## config.mk

```make
export PLATFORM = sky130hd
export DESIGN_NAME = ahb_console_writer
export DESIGN_NICKNAME = d
export VERILOG_FILES = /design/src/rtl/ahb_console_writer.sv
export SDC_FILE = /design/constraint.sdc
export NUM_CORES = 1
export LEC_CHECK = 0
export CORE_UTILIZATION = 40
export DETAILED_ROUTE_END_ITERATION = 8
export PLACE_DENSITY_LB_ADDON = 0.12
export RECOVER_POWER = 100
export REMOVE_ABC_BUFFERS = 1
export SYNTH_ARGS = -nofsm -noshare
export SYNTH_HDL_FRONTEND = slang
export SYNTH_SLANG_ARGS = --single-unit
```

## constraint.sdc

```tcl
create_clock -name HCLK -period 2.5 [get_ports HCLK]
set_clock_uncertainty 0.1 [all_clocks]
set_input_delay 0.5 -clock HCLK [delete_from_list [all_inputs] [get_ports HCLK]]
set_output_delay 0.5 -clock HCLK [all_outputs]
set_load 0.005 [all_outputs]
```

## src/rtl/ahb_console_writer.sv

```systemverilog
// AHB-Lite master draining a byte FIFO into single NONSEQ word writes to TARGET_ADDR.
// Latency: a push at edge N is presented as NONSEQ after N and is accepted at N+1.
// Backpressure: HREADY=0 freezes both phases; in_ready drops at full. HRESP handling needs AHB_CONSOLE_WRITER_ERR_EN.
module ahb_console_writer #(
  parameter int          FIFO_DEPTH  = 8,
  parameter logic [31:0] TARGET_ADDR = 32'h5000_0000
) (
  input  logic                          HCLK,
  input  logic                          HRESET,
  input  logic                          in_valid,
  input  logic [7:0]                    in_data,
  output logic                          in_ready,
  output logic [31:0]                   HADDR,
  output logic [1:0]                    HTRANS,
  output logic                          HWRITE,
  output logic [2:0]                    HSIZE,
  output logic [2:0]                    HBURST,
  output logic [3:0]                    HPROT,
  output logic [31:0]                   HWDATA,
  input  logic                          HREADY,
  input  logic                          HRESP,
  output logic                          busy,
  output logic [$clog2(FIFO_DEPTH):0]   fifo_level,
  output logic                          err,
  input  logic                          err_clr
);

  localparam int AW = $clog2(FIFO_DEPTH);
  localparam int LW = AW + 1;

  logic [7:0]    mem [FIFO_DEPTH];
  logic [AW-1:0] wr_ptr;
  logic [AW-1:0] rd_ptr;
  logic          dp_valid;
  logic [7:0]    dp_data;
  logic          idle_force;
  logic          nonseq;
  logic          push;
  logic          pop;

  assign in_ready = (fifo_level < LW'(FIFO_DEPTH));
  assign push     = in_valid & in_ready;
  assign nonseq   = (fifo_level != '0) & ~idle_force;
  assign pop      = HREADY & nonseq;

  assign HADDR  = TARGET_ADDR;
  assign HTRANS = nonseq ? 2'b10 : 2'b00;
  assign HWRITE = 1'b1;
  assign HSIZE  = 3'b010;
  assign HBURST = 3'b000;
  assign HPROT  = 4'b0011;
  assign HWDATA = {24'h0, dp_data};
  assign busy   = (fifo_level != '0) | dp_valid;

  // Storage has no reset; occupancy and pointers define what is valid.
  always_ff @(posedge HCLK) begin
    if (push) mem[wr_ptr] <= in_data;
  end

  always_ff @(posedge HCLK or posedge HRESET) begin
    if (HRESET) begin
      wr_ptr     <= '0;
      rd_ptr     <= '0;
      fifo_level <= '0;
    end else begin
      if (push) wr_ptr <= wr_ptr + AW'(1);
      if (pop)  rd_ptr <= rd_ptr + AW'(1);
      unique case ({push, pop})
        2'b10:   fifo_level <= fifo_level + LW'(1);
        2'b01:   fifo_level <= fifo_level - LW'(1);
        default: fifo_level <= fifo_level;
      endcase
    end
  end

  always_ff @(posedge HCLK or posedge HRESET) begin
    if (HRESET) begin
      dp_valid <= 1'b0;
      dp_data  <= 8'h00;
    end else if (HREADY) begin
      dp_valid <= nonseq;
      if (nonseq) dp_data <= mem[rd_ptr];
    end
  end

`ifdef AHB_CONSOLE_WRITER_ERR_EN
  logic err_hold;
  logic err_first;
  logic err_q;

  // First cycle of a two-cycle ERROR response; the address phase is cancelled for it and the next.
  assign err_first  = HRESP & ~HREADY & dp_valid & ~err_hold;
  assign idle_force = err_first | err_hold;
  assign err        = err_q;

  always_ff @(posedge HCLK or posedge HRESET) begin
    if (HRESET) begin
      err_hold <= 1'b0;
      err_q    <= 1'b0;
    end else begin
      err_hold <= err_first;
      if (err_first)    err_q <= 1'b1;
      else if (err_clr) err_q <= 1'b0;
    end
  end
`else
  logic unused_err;
  assign unused_err = &{1'b0, HRESP, err_clr};
  assign idle_force = 1'b0;
  assign err        = 1'b0;
`endif

endmodule
```

==> key figures, run 1 <==
Synth
  • Synth Flop Type: sky130_fd_sc_hd__edfxtp_1
  • Fraction of registers with async set/reset: between 20% and 30%
  • Seq cells post-synth: 83
  • Number of enable-type register cells in the synthesized netlist: 64
  • Share of synthesized area occupied by flip-flops and latches: roughly three fifths
  • Mean instance size in the synthesized netlist: about 14 um2
  • Distinct cells, synth: 32
  • Yosys warnings: 0
  • Cell count after synthesis: between 200 and 300
  • Netlist Area Pre-Place: a little under 0.004 mm2

Worst setup path
  • Crit Path Max Fanout: 4
  • Nature of the critical path endpoint: output port
  • Nature of the critical path startpoint: flip-flop
  • R2R cell count: 11
  • Critical path start-end classification: reg -> out
  • Arrival @ worst endpoint: around 1800 ps
  • Worst path required time: around 1900 ps

Timing
  • Final hold slack: between 300 and 400 ps
  • Highest Clock Rate: around 420 MHz
  • Final Max Tran Viols: 0
  • Setup TNS after final layout: 0 ps
  • RSZ-0062 raised after global routing: no
  • Min Clock Period, post-route: 2360 ps
  • Period utilization: between 90% and 100%
  • Worst slew margin: between 20% and 30%
  • Worst Setup Slack, final: between 100 and 150 ps
  • Hold Fails Final Rpt: 0
  • Count of endpoints failing setup in the final report: 0
  • Slew @ Worst Pin: 1190 ps

Layout
  • Number of antenna cells inserted: 0
  • Syn-to-layout area delta: 9.39%
  • Top library cells by usage in the layout, fill and taps aside: 69 x sky130_fd_sc_hd__conb_1, 64 x sky130_fd_sc_hd__edfxtp_1, 21 x sky130_fd_sc_hd__dlygate4sd3_1
  • Fillers: approximately 850
  • Multi-input gate area: between 0.001 and 0.0015 mm2
  • Share of post-route cells with drive strength above 1: about an eighth
  • Most frequent standard cell in the layout excluding fill and tap cells: sky130_fd_sc_hd__conb_1
  • Storage element area: 0.00240 mm2
  • Layout Cells excl Fill: between 400 and 500
  • Count of nets after finishing: 348

GRT
  • Initial antenna violation count: 0
  • Pin count of the biggest net entering global routing: 35
  • Number of global-route vias before repair: 1824
  • First-pass GRT wire length: 9.85 mm
  • GRT Residual Overflow: 0
  • Global routing usage summed across all routing layers: 13.6%

Detailed routing
  • Average wire per cell in the routed design: 13.9 um
  • Detailed-router iteration count before antenna repair: 4
  • Remaining DRCs: 0
  • Final wirelength: between 6 and 7 mm
  • Vias/cell: 4.43
  • 1st-iter DRT viols: 82
  • Remaining antenna violation count: 0
  • Total vias in the final route: approximately 2100

Placed design
  • DPL Wire Length: roughly 4.1 mm
  • Inst Count DP: approximately 450
  • GP Congestion: around 0.68
  • Placement-stage worst setup slack: -12.6 ps
  • Count of buffers inserted at the top-level ports: 26

Floorplan
  • Core area: 0.00937 mm2
  • Die area: 0.0102 mm2
  • Die boundary width: 101 um
  • Placement Rows: 35
  • Ports: 98
  • Starting Density: 41.9%
  • Vertical die dimension: around 100 um

Hold path
  • Min-Delay Path Depth: 2
  • Type of the most critical hold path: reg -> reg

Clock network
  • CTS tree: built
  • Root buffer selected by CTS: sky130_fd_sc_hd__clkbuf_8
  • Insertion delay to the later sink of the worst-skew pair: 350 ps
  • Num CTS Buffers: 9
  • Clock-pin slew of the registers on the worst-case setup and hold paths: 80 ps
  • Number of buffers inserted by hold repair at cts: 0
  • H-Tree Depth: 3
  • CTS Sinks: between 80 and 90
  • Longest Clk Path Bufs: 2

Pwr
  • Worst VDD drop: around 0.52 mV
  • Total power per unit cell area: a little over 1000 mW/mm2
  • Static power due to leakage: 1.66 nW

Job
  • Number of violations of the max-capacitance limit: 0

Status
  • Outcome: finished, final reports clean
[flip-flops by register name, summed over array words and instances, names as in the netlist]
| name | count |
|---|---|
| dp_data | 8 |
| mem | 64 |
| wr_ptr | 3 |
| rd_ptr | 3 |
| fifo_level | 4 |
| dp_valid | 1 |
[per-stage QoR]
step | total power [mW] | instance area [um2] | util [%]
finish | 4.40 | 4300 | 45.9
global route | 4.69 | 4300 | 45.9
CTS | 4.55 | 4350 | 46.4
detailed placement | 3.52 | 4130 | 44.1
global placement | 3.50 | 4130 | 44.1
floorplan | 2.88 | 3570 | -
[worst paths after layout]
check	from	endpoint	slack (ps)
worst max-delay path	fifo_level[3]$_DFFE_PP0P_	busy	140
worst min-delay path	dp_data[5]$_DFFE_PP0P_	dp_data[5]$_DFFE_PP0P_	380
worst max register to register	fifo_level[3]$_DFFE_PP0P_	fifo_level[2]$_DFFE_PP0P_	220
worst min register to register	dp_data[5]$_DFFE_PP0P_	dp_data[5]$_DFFE_PP0P_	380
max in group asynchronous	HRESET	dp_data[0]$_DFFE_PP0P_	720
min in group asynchronous	HRESET	dp_data[7]$_DFFE_PP0P_	870
[critical path, cell delays in order (launching register included)]
cell,delay (ps)
sky130_fd_sc_hd__dfrtp_1,440
sky130_fd_sc_hd__nor4_4,330
sky130_fd_sc_hd__nand2b_1,70
sky130_fd_sc_hd__dlygate4sd3_1,570
[per-layer routing]
metal  GRT usage (%)  vias to the layer above  part of all wire (%)
met5               0                        -                     0
met4            4.68                        0                   1.8
met3            4.58                       13                   6.3
met2            22.3                      102                    49
met1            16.9                      975                    43
li1                -                      963                     -
[area by class of cell]
type / instances / share of cell area (%)
well taps: 129 / 3.75
clock inverters: 7 / 2.15
inverters: 5 / 0.437
multi-input cells: 186 / 27.1
repair buffers: 44 / 7.95
flip-flops and latches: 83 / 55.8
clock buffers: 9 / 2.88
[repair_timing]
item,in CTS,in global routing
setup buffers,0,0
setup endpoints to repair,0,2
gates resized for setup,0,1
[power by group]
part / internal (mW) / switching (mW)
combinational: 0.712 / 0.758
sequential: 1.75 / 0.154
clock: 0.558 / 0.464
[cells by family after synthesis]
logic type	after synthesis	synth area share (%)
AND/OR/NAND/NOR	40	4.90
other	2	0.191
AO/OA/AOI/OAI	29	5.16
buffers and inverters	82	15.9
multiplexers	34	9.23
adder cells (fa/ha/maj)	5	1.59
flip-flops	83	61.0
XOR/XNOR	9	2.01
[synthesized netlist by cell type (all sizes together) (8+ instances only)]
library cell | n | area [um2]
buf | 76 | 603
edfxtp | 64 | 1920
dfrtp | 19 | 475
mux2 | 18 | 203
nand2 | 18 | 75.1
mux2i | 16 | 160
nor2 | 9 | 33.8
o21ai | 9 | 48.8
a221o | 8 | 80.1
o22ai | 8 | 50.1
Power figures use the tool's default switching activity.
==> run 2, diff against run 1 <==
GPL_TIMING_DRIVEN = 0   (was unset)
==> key figures, run 2 (synthesis gave the netlist of run 1 again) <==
Worst setup path
  • Register-to-register setup slack: 170 ps
  • Reg2Reg Capture Point: fifo_level[2]$_DFFE_PP0P_
  • Startpoint of the lowest-slack register-to-register path: fifo_level[1]$_DFFE_PP0P_
  • Slowest library cell on the worst path: sky130_fd_sc_hd__dfrtp_2
  • Crit Path Max Fanout: 5
  • Nature of the critical path startpoint: flip-flop
  • Logic depth of the worst setup path including buffers: 11
  • Critical path start-end classification: reg -> reg
  • Worst path required time: approximately 2600 ps
  • Chain of cells forming the critical path: nor4_4 > inv_1 > nand2_4 > inv_1 > ha_2 > xor2_1 > ha_1 > a21oi_1 > xor2_1 > nor2_1 > xor2_1
  • R2R cell count: 11
  • Top delay family on crit path: simple AND/OR/NAND/NOR gates
  • Number of buffer and inverter stages on the critical path: 2
  • Arrival @ worst endpoint: between 2000 and 2500 ps
  • Nature of the critical path endpoint: flip-flop
  • Dominant cell type by count on the critical path: sky130_fd_sc_hd__xor2_1
  • Critical Path Max Stage Delay: 450 ps

GRT
  • First-pass GRT wire length: slightly above 9 mm
  • GRT Residual Overflow: 0
  • Pin count of the biggest net entering global routing: 35
  • Global routing usage summed across all routing layers: 13.0%
  • Initial antenna violation count: 0
  • Number of global-route vias before repair: ~1700

Pwr
  • Worst VDD drop: about 0.42 mV
  • Static power due to leakage: about 1.6 nW
  • Total power per unit cell area: between 1000 and 1500 mW/mm2

Clock network
  • CTS Sinks: 83
  • Insertion delay to the later sink of the worst-skew pair: about 350 ps
  • Num CTS Buffers: 9
  • Number of buffers inserted by hold repair at cts: 0
  • Clock-pin slew of the registers on the worst-case setup and hold paths: 90 ps
  • Root buffer selected by CTS: sky130_fd_sc_hd__clkbuf_8
  • H-Tree Depth: 3
  • Longest Clk Path Bufs: 2
  • CTS tree: built

Timing
  • Setup TNS after final layout: 0 ps
  • Highest Clock Rate: around 430 MHz
  • Final Max Tran Viols: 0
  • Final hold slack: approximately 380 ps
  • Slew @ Worst Pin: about 930 ps
  • Period utilization: 93.2%
  • Hold Fails Final Rpt: 0
  • Worst slew margin: between 30% and 40%
  • Min Clock Period, post-route: between 2000 and 2500 ps
  • Count of endpoints failing setup in the final report: 0

Detailed routing
  • Remaining DRCs: 0
  • 1st-iter DRT viols: 62
  • Average wire per cell in the routed design: roughly 14 um
  • Detailed-router iteration count before antenna repair: 4
  • WL met1: approximately 2.6 mm
  • Met2 routed WL: about 3.2 mm
  • Remaining antenna violation count: 0
  • Final wirelength: around 6.2 mm
  • Vias/cell: approximately 4.4
  • Top routing layer in use: met4
  • Met3 layer wire length in the routed design: 367 um
  • Total vias in the final route: just under 2000

Hold path
  • Origin of the worst min-delay path: dp_data[1]$_DFFE_PP0P_
  • Min-Delay Path Depth: 2
  • Worst hold path endpoint: dp_data[1]$_DFFE_PP0P_
  • Type of the most critical hold path: reg -> reg

Layout
  • Fillers: approximately 850
  • Count of nets after finishing: ~330
  • Share of post-route cells with drive strength above 1: a little over an eighth
  • Number of antenna cells inserted: 0
  • Top library cells by usage in the layout, fill and taps aside: 69 x sky130_fd_sc_hd__conb_1, 64 x sky130_fd_sc_hd__edfxtp_1, 18 x sky130_fd_sc_hd__clkdlybuf4s50_1
  • Max FFs per register: between 60 and 70
  • Utilization after layout: about 45%
  • Storage element area: between 0.002 and 0.0025 mm2
  • Most frequent standard cell in the layout excluding fill and tap cells: sky130_fd_sc_hd__conb_1
  • Syn-to-layout area delta: 7.16%
  • Multi-input gate area: between 0.001 and 0.0015 mm2
  • Post-layout instance area: between 0.004 and 0.005 mm2
  • Largest registers: mem x64, dp_data x8, fifo_level x4
  • Largest register by flop count: mem

Floorplan
  • Die area: ~0.010 mm2
  • Starting Density: approximately two fifths
  • Die boundary width: a little over 100 um
  • Placement Rows: 35
  • Ports: 98
  • Core area: between 0.009 and 0.01 mm2
  • Vertical die dimension: 101 um

Placed design
  • DPL Wire Length: about 3.8 mm
  • Count of buffers inserted at the top-level ports: 26
  • GP Congestion: 0.664
  • Placement-stage cell area: roughly 0.0040 mm2

Status
  • Outcome: finished, final reports clean

Job
  • Number of violations of the max-capacitance limit: 0
-- run 2: cell types whose count changed in the layout (fill, tap and decap cells not counted), sizes merged, moves of 2 or more --
cell           previous run  this run
clkinv                    3         1
dlygate4sd3              21         8
bufinv                    2         0
clkbuf                   25        10
inv                       5         9
clkdlybuf4s50             5        18
-- run 2: routing by layer --
layer / vias up / GRT usage, %
li1: 932 / -
met3: 6 / 4.72
met5: - / 0
met1: 933 / 14.8
met2: 92 / 23.0
met4: 0 / 3.68
-- run 2: what timing repair did --
action | 4_1_cts | 5_1_grt
resized for setup | 2 | 2
pin swaps | 1 | 1
endpoints found under the setup margin | 2 | 1
setup buffers | 1 | 1
-- run 2: through the flow --
stage	setup slack, ps	std cells	power (mW)
after floorplan	50.2	274	2.88
after global routing	-3.56	447	4.52
after detailed placement	-393	429	3.42
after CTS	28.3	446	4.31
after global placement	-793	429	3.40
final	170	447	4.26
-- run 2: worst max-delay path by stage --
stage | endpoint | from
after floorplan | fifo_level[2]$_DFFE_PP0P_ | fifo_level[1]$_DFFE_PP0P_
after global placement | mem[1][3]$_DFFE_PP_ | in_valid
after detailed placement | fifo_level[2]$_DFFE_PP0P_ | in_valid
after CTS | fifo_level[2]$_DFFE_PP0P_ | fifo_level[1]$_DFFE_PP0P_
after global routing | fifo_level[2]$_DFFE_PP0P_ | fifo_level[1]$_DFFE_PP0P_
final | fifo_level[2]$_DFFE_PP0P_ | fifo_level[1]$_DFFE_PP0P_
-- run 2: cell type report --
type	instances	area share (%)
Tap cell	129	3.83
Inverter	5	0.446
Clock buffer	10	3.03
Clock inverter	6	1.10
Timing Repair Buffer	28	6.54
Multi-Input combinational cell	186	28.1
Sequential cell	83	57.0
-- run 2: worst min-delay path, delay by kind of cell (launching register included) --
kind / cells / cell delay (ps)
AOI/OAI and AO/OA: 1 / 50
DFF: 1 / 350
and+or+nand+nor: 1 / 60
-- run 2: where the power goes --
| group | internal [mW] | leakage [nW] | switching, mW |
|---|---|---|---|
| Clock | 0.372 | 0.0857 | 0.493 |
| Combinational | 0.733 | 0.722 | 0.593 |
| Sequential | 1.75 | 0.799 | 0.317 |
==> run 3, diff against run 2 <==
CORE_ASPECT_RATIO = 1.2   (was unset)
GPL_ROUTABILITY_DRIVEN = 1   (was unset)
GPL_TIMING_DRIVEN = unset   (was 0)
==> key figures, run 3 (synthesis gave the netlist of run 1 again) <==
Clock network
  • Root buffer selected by CTS: sky130_fd_sc_hd__clkbuf_16
  • Longest Clk Path Bufs: 2
  • H-Tree Depth: 3
  • Num CTS Buffers: 9
  • Insertion delay to the later sink of the worst-skew pair: 330 ps
  • CTS tree: built
  • CTS Sinks: 83
  • Buffers inserted during post-CTS setup optimization: 0
  • Clock-pin slew of the registers on the worst-case setup and hold paths: around 60 ps

Placed design
  • GP Congestion: roughly 0.7
  • Placement-stage worst setup slack: approximately 18 ps
  • DPL Wire Length: around 4.3 mm
  • Count of buffers inserted at the top-level ports: 26

Worst setup path
  • Slowest library cell on the worst path: sky130_fd_sc_hd__dlygate4sd3_1
  • Crit Path Max Fanout: 4
  • R2R cell count: 11
  • Chain of cells forming the critical path: nor4_4 > nand2b_1 > dlygate4sd3_1
  • Critical path start-end classification: reg -> out
  • End point of the critical path: busy
  • Critical Path Max Stage Delay: around 570 ps
  • Reg2Reg Capture Point: fifo_level[2]$_DFFE_PP0P_
  • Worst path required time: 1900 ps
  • Register-to-register setup slack: ~220 ps
  • Nature of the critical path endpoint: output port
  • Launching instance or port of the critical path: fifo_level[3]$_DFFE_PP0P_
  • Arrival @ worst endpoint: between 1500 and 2000 ps
  • Startpoint of the lowest-slack register-to-register path: fifo_level[3]$_DFFE_PP0P_
  • Nature of the critical path startpoint: flip-flop

Floorplan
  • Starting Density: between 40% and 50%
  • Die area: 0.0102 mm2
  • Placement Rows: 39
  • Core area: approximately 0.0095 mm2
  • Vertical die dimension: about 110 um
  • Die boundary width: 92.5 um
  • Ports: 98

Detailed routing
  • Remaining DRCs: 0
  • 1st-iter DRT viols: 95
  • Remaining antenna violation count: 0
  • Vias/cell: roughly 4.4
  • Average wire per cell in the routed design: about 14 um
  • Total vias in the final route: 2006
  • Detailed-router iteration count before antenna repair: 5
  • Final wirelength: about 6.5 mm

Pwr
  • Reg power frac: 39.8%
  • Total power draw: approximately 4.8 mW
  • Clk network pwr share: 29.2%
  • Net switching power: around 1.4 mW
  • Total power per unit cell area: between 1000 and 1500 mW/mm2
  • Static power due to leakage: ~1.7 nW
  • Combinational cell fraction of total power: 30.9%
  • Switching Share: a little under 30%
  • Worst VDD drop: ~0.43 mV
  • Power Internal: about 3.4 mW

Layout
  • Top library cells by usage in the layout, fill and taps aside: 69 x sky130_fd_sc_hd__conb_1, 64 x sky130_fd_sc_hd__edfxtp_1, 22 x sky130_fd_sc_hd__dlygate4sd3_1
  • Syn-to-layout area delta: 12.3%
  • Fillers: roughly 870
  • Number of antenna cells inserted: 0
  • Storage element area: about 0.0024 mm2
  • Utilization after layout: between 40% and 50%
  • Max FFs per register: 64
  • Largest register by flop count: mem
  • Share of post-route cells with drive strength above 1: a little under an eighth
  • Largest registers: mem x64, dp_data x8, fifo_level x4
  • Most frequent standard cell in the layout excluding fill and tap cells: sky130_fd_sc_hd__conb_1
  • Count of nets after finishing: between 300 and 400
  • Multi-input gate area: approximately 0.0012 mm2

GRT
  • GRT Residual Overflow: 0
  • Initial antenna violation count: 0
  • Global routing usage summed across all routing layers: 13.9%
  • Number of global-route vias before repair: around 1800
  • First-pass GRT wire length: approximately 10 mm
  • Pin count of the biggest net entering global routing: 35

Timing
  • Min Clock Period, post-route: around 2400 ps
  • Hold Fails Final Rpt: 0
  • Period utilization: between 90% and 100%
  • Setup TNS after final layout: 0 ps
  • Count of endpoints failing setup in the final report: 0
  • RSZ-0062 raised after global routing: no
  • Final Max Tran Viols: 0
  • Worst slew margin: between 20% and 30%
  • Highest Clock Rate: roughly 420 MHz
  • Worst Setup Slack, final: 142 ps
  • Slew @ Worst Pin: between 1000 and 1500 ps

Job
  • Number of violations of the max-capacitance limit: 0

Status
  • Outcome: finished, final reports clean

Hold path
  • Type of the most critical hold path: reg -> reg
[run 3: what timing repair did]
item | 4_1_cts | 5_1_grt
endpoints found under the setup margin | 0 | 1
resized for setup | 0 | 1
hold buffers | 0 | 0
[run 3: worst max-delay path: cells and delay by family, from the launching register on]
| family | cells | cell delay, ps |
|---|---|---|
| buf+inv | 1 | 570 |
| flops | 1 | 430 |
| simple gates | 2 | 420 |
[run 3: area by class of cell]
type,instances,share of cell area (%)
repair buffers,46,8.22
inverters,5,0.425
well taps,123,3.49
clock buffers,10,5.19
flip-flops and latches,83,54.3
clock inverters,6,1.98
multi-input cells,186,26.4
[run 3: power by group through the flow]
stage,Sequential [mW],Clock (mW),Combinational (mW)
final,1.92,1.41,1.49
after global routing,1.96,1.50,1.66
after CTS,1.91,1.44,1.63
after detailed placement,1.94,0,1.62
after global placement,1.93,0,1.60
after floorplan,2.02,0,0.859
[run 3: worst min path at each step]
stage                                start                      to  depth (start not counted)
floorplan                           HRESET  dp_data[0]$_DFFE_PP0P_                          1
global placement    dp_data[1]$_DFFE_PP0P_  dp_data[1]$_DFFE_PP0P_                          2
detailed placement  dp_data[1]$_DFFE_PP0P_  dp_data[1]$_DFFE_PP0P_                          2
CTS                 dp_data[1]$_DFFE_PP0P_  dp_data[1]$_DFFE_PP0P_                          2
global route        dp_data[4]$_DFFE_PP0P_  dp_data[4]$_DFFE_PP0P_                          2
finish              dp_data[3]$_DFFE_PP0P_  dp_data[3]$_DFFE_PP0P_                          2
[run 3: stage by stage]
step	hold slack [ps]	cells	instance area, um2
after floorplan	351	274	3570
after global placement	365	443	4150
after detailed placement	370	443	4150
after CTS	384	459	4470
after global routing	411	459	4410
final	370	459	4410
[run 3: metal layers]
layer,track usage [%],share of wire (%)
met1,15.8,40
met4,7.19,1.8
met3,3.93,4.5
met5,0,0
met2,23.4,54
